**config.mk**
```make
export PLATFORM = sky130hd
export DESIGN_NAME = branch_ckpt_ctrl
export DESIGN_NICKNAME = d
export VERILOG_FILES = /design/src/rtl/branch_ckpt_ctrl_pkg.sv /design/src/rtl/ckpt_tag_cam.sv /design/src/rtl/branch_ckpt_ctrl.sv
export SDC_FILE = /design/constraint.sdc
export NUM_CORES = 1
export LEC_CHECK = 0
export ABC_AREA = 1
export BUFFER_PORTS_ARGS = -buffer_cell sky130_fd_sc_hd__buf_2
export CORE_UTILIZATION = 40
export CTS_BUF_LIST = sky130_fd_sc_hd__clkbuf_4
export DETAILED_ROUTE_END_ITERATION = 7
export GPL_ROUTABILITY_DRIVEN = 0
export HOLD_SLACK_MARGIN = 0.02
export PLACE_DENSITY = 0.67
export SYNTH_ARGS = -nofsm -noshare
export SYNTH_HDL_FRONTEND = slang
export SYNTH_SLANG_ARGS = --single-unit
```
**constraint.sdc**
```tcl
create_clock -name clk -period 10 [get_ports clk]
set_input_delay 2 -clock clk [delete_from_list [all_inputs] [get_ports clk]]
set_output_delay 2 -clock clk [all_outputs]
set_load 0.02 [all_outputs]
```
**src/rtl/branch_ckpt_ctrl_pkg.sv**
```systemverilog
// Shared types for the branch-checkpoint controller: slot record, FSM states and
// the default slot geometry.
package branch_ckpt_ctrl_pkg;

  localparam int ROB_W    = 6;
  localparam int CKPT_NUM = 4;
  localparam int CKPT_W   = $clog2(CKPT_NUM);

  typedef struct packed {
    logic             valid;
    logic [ROB_W-1:0] tag;
  } ckpt_slot_t;

  typedef enum logic [1:0] {
    IDLE    = 2'd0,
    RECOVER = 2'd1,
    SETTLE  = 2'd2
  } ckpt_fsm_e;

endpackage

```
**src/rtl/ckpt_tag_cam.sv**
```systemverilog
// Fully associative tag match over the checkpoint slots; returns a hit flag and
// the encoded index of the matching valid slot.
module ckpt_tag_cam
  import branch_ckpt_ctrl_pkg::*;
#(
  parameter  int NUM   = CKPT_NUM,
  parameter  int TAG_W = ROB_W,
  localparam int IDX_W = $clog2(NUM)
) (
  input  logic [NUM-1:0]       i_valid,
  input  logic [NUM*TAG_W-1:0] i_tags,
  input  logic [TAG_W-1:0]     i_tag,
  output logic                 o_hit,
  output logic [IDX_W-1:0]     o_idx
);

  // Live tags are unique, so at most one slot can match.
  always_comb begin
    o_hit = 1'b0;
    o_idx = '0;
    for (int i = 0; i < NUM; i++) begin
      if (i_valid[i] && (i_tags[i*TAG_W +: TAG_W] == i_tag)) begin
        o_hit = 1'b1;
        o_idx = IDX_W'(i);
      end
    end
  end

endmodule

```
**src/rtl/branch_ckpt_ctrl.sv**
```systemverilog
// Branch-checkpoint slot owner: allocates slots at dispatch, frees them in age
// order on correct resolves, and sequences mispredict recovery (pulse + settle).
module branch_ckpt_ctrl
  import branch_ckpt_ctrl_pkg::*;
#(
  parameter  int NUM_CKPT   = CKPT_NUM,
  parameter  int SETTLE_CYC = 2,
  localparam int SLOT_W     = $clog2(NUM_CKPT),
  localparam int CNT_W      = SLOT_W + 1
) (
  input  logic              clk,
  input  logic              rst_n,
  input  logic              flush_i,
  input  logic              disp_valid_i,
  input  logic              disp_is_br_i,
  input  logic [ROB_W-1:0]  disp_rob_tag_i,
  input  logic              rob_ready_i,
  output logic              disp_stall_o,
  output logic              ckpt_take_o,
  output logic [ROB_W-1:0]  ckpt_tag_o,
  output logic [SLOT_W-1:0] ckpt_slot_o,
  input  logic              bru_valid_i,
  input  logic [ROB_W-1:0]  bru_rob_tag_i,
  input  logic              bru_mispred_i,
  output logic              recover_o,
  output logic [ROB_W-1:0]  recover_tag_o,
  output logic [SLOT_W-1:0] recover_slot_o,
  output logic [CNT_W-1:0]  free_cnt_o
);

  localparam int SET_W = (SETTLE_CYC > 1) ? $clog2(SETTLE_CYC) : 1;

  ckpt_slot_t          r_slot [NUM_CKPT];
  logic [SLOT_W-1:0]   r_head, r_tail;
  logic [CNT_W-1:0]    r_count;
  ckpt_fsm_e           r_state;
  logic [SET_W-1:0]    r_settle_cnt;
  logic [ROB_W-1:0]    r_rec_tag;
  logic [SLOT_W-1:0]   r_rec_slot;

  ckpt_fsm_e           w_state_nxt;
  logic [SET_W-1:0]    w_settle_nxt;
  logic [NUM_CKPT-1:0] w_valid, w_valid_nxt;
  logic [NUM_CKPT*ROB_W-1:0] w_tags;
  logic                w_hit;
  logic [SLOT_W-1:0]   w_hit_idx;
  logic                w_full, w_br_fire, w_alloc;
  logic                w_res_ok, w_mis, w_good;
  logic [SLOT_W-1:0]   w_age_s;
  logic [CNT_W-1:0]    w_lim, w_skip, w_count_nxt;
  logic                w_stop;
  logic [SLOT_W-1:0]   w_head_nxt, w_tail_nxt;

  always_comb begin
    for (int i = 0; i < NUM_CKPT; i++) begin
      w_valid[i]                  = r_slot[i].valid;
      w_tags[i*ROB_W +: ROB_W]    = r_slot[i].tag;
    end
  end

  ckpt_tag_cam #(
    .NUM   (NUM_CKPT),
    .TAG_W (ROB_W)
  ) u_cam (
    .i_valid (w_valid),
    .i_tags  (w_tags),
    .i_tag   (bru_rob_tag_i),
    .o_hit   (w_hit),
    .o_idx   (w_hit_idx)
  );

  // Dispatch side: stall uses registered count, so a same-cycle free never unblocks.
  assign w_full       = (r_count == CNT_W'(NUM_CKPT));
  assign disp_stall_o = (r_state != IDLE) || (disp_valid_i && disp_is_br_i && w_full);
  assign w_br_fire    = disp_valid_i && disp_is_br_i && rob_ready_i && !disp_stall_o && !flush_i;
  assign ckpt_take_o  = w_br_fire;
  assign ckpt_tag_o   = w_br_fire ? disp_rob_tag_i : '0;
  assign ckpt_slot_o  = w_br_fire ? r_tail : '0;

  assign w_res_ok = bru_valid_i && w_hit && (r_state != RECOVER);
  assign w_mis    = w_res_ok && bru_mispred_i;
  assign w_good   = w_res_ok && !bru_mispred_i;
  // A branch dispatched alongside an accepted mispredict is younger and gets squashed.
  assign w_alloc  = w_br_fire && !w_mis;
  assign w_age_s  = w_hit_idx - r_head;

  // NOTE: every always_comb output gets a default first so no latch is inferred.
  always_comb begin
    w_valid_nxt = w_valid;
    w_lim       = r_count;
    if (w_good) begin
      w_valid_nxt[w_hit_idx] = 1'b0;
    end
    if (w_mis) begin
      for (int j = 0; j < NUM_CKPT; j++) begin
        if ((SLOT_W'(j) - r_head) >= w_age_s) begin
          w_valid_nxt[j] = 1'b0;
        end
      end
      w_lim = {1'b0, w_age_s};
    end
    // Head walks over the run of dead slots among the surviving older entries.
    w_skip = '0;
    w_stop = 1'b0;
    for (int k = 0; k < NUM_CKPT; k++) begin
      if (!w_stop) begin
        if ((CNT_W'(k) < w_lim) && !w_valid_nxt[r_head + SLOT_W'(k)]) begin
          w_skip = w_skip + 1'b1;
        end else begin
          w_stop = 1'b1;
        end
      end
    end
    w_head_nxt  = r_head + w_skip[SLOT_W-1:0];
    w_count_nxt = w_lim - w_skip + CNT_W'(w_alloc);
    w_tail_nxt  = w_mis ? w_hit_idx : (w_alloc ? r_tail + 1'b1 : r_tail);
    if (w_alloc) begin
      w_valid_nxt[r_tail] = 1'b1;
    end
  end

  always_comb begin
    w_state_nxt  = r_state;
    w_settle_nxt = r_settle_cnt;
    unique case (r_state)
      IDLE: begin
        if (w_mis) w_state_nxt = RECOVER;
      end
      RECOVER: begin
        w_state_nxt  = SETTLE;
        w_settle_nxt = '0;
      end
      SETTLE: begin
        if (w_mis) begin
          w_state_nxt = RECOVER;
        end else if (r_settle_cnt == SET_W'(SETTLE_CYC - 1)) begin
          w_state_nxt = IDLE;
        end else begin
          w_settle_nxt = r_settle_cnt + 1'b1;
        end
      end
      default: w_state_nxt = IDLE;
    endcase
  end

  // NOTE: the slot array is tiny, so the whole record is reset rather than only valid bits.
  // NOTE: sequential state uses non-blocking assignments so every register samples pre-edge values.
  always_ff @(posedge clk) begin
    if (!rst_n || flush_i) begin
      for (int i = 0; i < NUM_CKPT; i++) begin
        r_slot[i] <= '0;
      end
      r_head       <= '0;
      r_tail       <= '0;
      r_count      <= '0;
      r_state      <= IDLE;
      r_settle_cnt <= '0;
      if (!rst_n) begin
        r_rec_tag  <= '0;
        r_rec_slot <= '0;
      end
    end else begin
      for (int i = 0; i < NUM_CKPT; i++) begin
        r_slot[i].valid <= w_valid_nxt[i];
      end
      if (w_alloc) begin
        r_slot[r_tail].tag <= disp_rob_tag_i;
      end
      if (w_mis) begin
        r_rec_tag  <= bru_rob_tag_i;
        r_rec_slot <= w_hit_idx;
      end
      r_head       <= w_head_nxt;
      r_tail       <= w_tail_nxt;
      r_count      <= w_count_nxt;
      r_state      <= w_state_nxt;
      r_settle_cnt <= w_settle_nxt;
    end
  end

  assign recover_o      = (r_state == RECOVER) && !flush_i;
  assign recover_tag_o  = recover_o ? r_rec_tag : '0;
  assign recover_slot_o = recover_o ? r_rec_slot : '0;
  assign free_cnt_o     = CNT_W'(NUM_CKPT) - r_count;

endmodule

```
==> qor.txt <==
Worst path max stage delay - 0.43 ns
Clock Path Buffers - 2
Core Area - 7410 µm²
Hold Path Class - reg2reg
first-pass GRT wire length - 12100 µm
synth unique cells - 34
Clk pin slew, worst setup/hold paths - 0.15 ns
Top cell by count, worst path - nand2_1
Routed Antenna Nets - 0
Max-Cap Viols - 0
WP data required - 10.28 ns
Post-synth EDFFs - 32
Tmin final - 6.43 ns
Final setup viols - 0
Post-CTS Setup Inserts - 0
routed wire length - 7250 µm
Yosys reg bits - 46
initial antenna violation count - 0
CP max-delay cell - fa_1
xor and xnor fraction of the mapped netlist area - 1.68%
post-CTS sizing - 0
final hold viol count - 0
top cell type by total area after synthesis - edfxtp_1
crit path max fanout - 6
Worst slew margin - 49.4%
share of layout cells above drive strength 1 - 18.3%
# rows - 31
async set or reset register ratio after synthesis - 0%
Post-Syn Instances - 430
Antenna Cells - 0
CP startpoint kind - input pin
Max Clk Rate - 156 MHz
Ports - 42
Syn. warnings - 0
largest family of logic cells by synthesized area - simple AND/OR/NAND/NOR gates
CTS tree - yes
largest net degree at the start of global routing - 22
top post-synthesis cells by area - edfxtp_1 (31%), nand2_1 (13%), nor2_1 (9.3%), inv_1 (9.2%), dfxtp_1 (8.9%)
RSZ-0062 raised after global routing - no
CP endpoint kind - flip-flop
Simple-Gate Fraction of Synth Area - 34.8%
synthesized area - 3140 µm²
DRC Markers - 0
Peak VDD IR - 0.0911 mV
worst skew pair latency - 0.38 ns
area grow syn2layout - 11.9%
Syn Nets - 466
Die Ht - 90.6 µm
Synth Area in Compound Gates - 5.86%
total grt overflow - 0
Yosys top cell area share - 30.6%
final net count - 510
HPWL after DPL - 5800 µm
WL/cell - 12.6 µm
Pleak - 1.74 nW
Num Clock Sinks - 46
Initial Util - 42.3%
Root Buffer - clkbuf_4
Synth Flop Type - edfxtp_1
TritonCTS Buffers - 5
first drt pass iteration count - 4
Vias per Instance - 4.84
Total GRT Usage - 18.4%
Via Count - 2776
Slew @ Worst Pin - 0.757 ns
fillers - 769
H-tree depth reported by CTS - 2
cts hold-fix bufs - 0
vias in the first global route - 2626
Pwr Density - 156 nW/µm²
initial drt markers - 183
die width - 90.6 µm
syn avg cell area - 7.29 µm²
adder-cell share of the synthesized area - 6.62%
mux cell area share after synthesis - 0%
crit path kind - in2reg
IO Port Bufs - 41
sequential area share after synthesis - 39.6%
outcome - finished, final reports clean
CP Data Arrival Time - 6.71 ns
die area - 8200 µm²
Slew Viols, Final - 0
total negative slack - 0 ns
overall power - 0.546 mW
Tcrit/Tclk final - 64.3%
clk_skew - 0.0172 ns
sequential cells by signal, summed over array words and instances, names as in the netlist:
| name | cells |
|---|---|
| r_count | 3 |
| r_head | 2 |
| r_rec_slot | 2 |
| r_rec_tag | 6 |
| r_settle_cnt | 1 |
| r_slot | 28 |
| r_state | 2 |
| r_tail | 2 |
metrics by stage:
stage | area (µm²) | setup slack, ns | utilization [%] | std cells | hold slack (ns)
after floorplan | 3140 | 3.78 | - | 430 | 0.426
after global placement | 3440 | 3.56 | 46.5 | 566 | 0.441
after detailed placement | 3440 | 3.26 | 46.5 | 566 | 0.450
after CTS | 3510 | 3.62 | 47.4 | 574 | 0.470
after global routing | 3510 | 3.12 | 47.4 | 574 | 0.511
final | 3510 | 3.57 | 47.4 | 574 | 0.466
placed cells by master, fill, tap and decap left out, types with 2 or more instances in the layout:
master    instances
nand4_1           5
nand3_4           3
o21ai_0          13
nand2_1         105
nor2_1           78
nor2_4            3
o21ai_2           2
a21oi_1          10
o21ai_1           3
nand3_2           8
clkinv_1          2
inv_2             7
dfxtp_1          14
nand3_1          19
clkbuf_4          5
ha_1             15
buf_2            41
edfxtp_1         32
nand2_2           8
nor2_2            2
xnor2_1           3
o21bai_1          2
inv_1            77
nor3_1            3
xor2_1            3
path summary, 6_finish.rpt:
path,slack [ns],start,endpoint,cells after the start
worst max-delay path,3.57,bru_rob_tag_i[5],r_count[2]$_SDFF_PN0_,34
worst min-delay path,0.47,r_state[0]$_SDFFE_PN0P_,r_state[0]$_SDFFE_PN0P_,1
worst max register to register,4.97,r_slot[2][0]$_DFFE_PP_,r_count[2]$_SDFF_PN0_,32
worst min register to register,0.47,r_state[0]$_SDFFE_PN0P_,r_state[0]$_SDFFE_PN0P_,1
area by class of cell:
| class | instances | area (µm²) | share of cell area, % |
|---|---|---|---|
| clock buffer | 5 | 37.5 | 1.07 |
| clock inverter | 3 | 27.5 | 0.784 |
| inverter | 87 | 332 | 9.45 |
| multi-input combinational | 292 | 1540 | 43.7 |
| sequential | 46 | 1240 | 35.4 |
| tap | 99 | 124 | 3.53 |
| timing repair buffer | 42 | 213 | 6.06 |
cells in the mapped netlist, types with 5 or more instances:
cell / n
nand2_2: 8
o21ai_0: 13
a21oi_1: 10
dfxtp_1: 14
inv_1: 77
inv_2: 7
nand4_1: 5
nand2_1: 105
ha_1: 15
edfxtp_1: 32
nor2_1: 78
nand3_1: 19
nand3_2: 8
worst max-delay path: cells and delay by family:
family / cells / cell delay [ns]
and+or+nand+nor: 17 / 1.53
buffers and inverters: 7 / 0.49
adders and majority gates: 5 / 1.51
AOI/OAI and AO/OA: 3 / 0.64
xor gates and xnor gates: 2 / 0.49
layer usage:
metal	track usage [%]	vias to the layer above	part of all wire, %
met4	6.32	0	2.2
met2	29.7	96	45
met1	24.9	1236	48
met3	3.11	18	5.7
met5	0	-	0
li1	-	1426	-
kinds of logic (layout without fill, tap and decap cells):
| group | after synthesis | count (layout) |
|---|---|---|
| flip-flops | 46 | 46 |
| adder cells (fa/ha/maj) | 16 | 16 |
| XOR/XNOR | 6 | 6 |
| AO/OA/AOI/OAI | 32 | 32 |
| AND/OR/NAND/NOR | 238 | 238 |
| buffers and inverters | 92 | 137 |
power breakdown:
group | total (mW) | switching, mW | internal, mW
sequential | 0.228 | 0.0119 | 0.216
clock | 0.102 | 0.0719 | 0.0302
combinational | 0.216 | 0.138 | 0.0781
No activity file was read; power rests on OpenSTA's default activity.
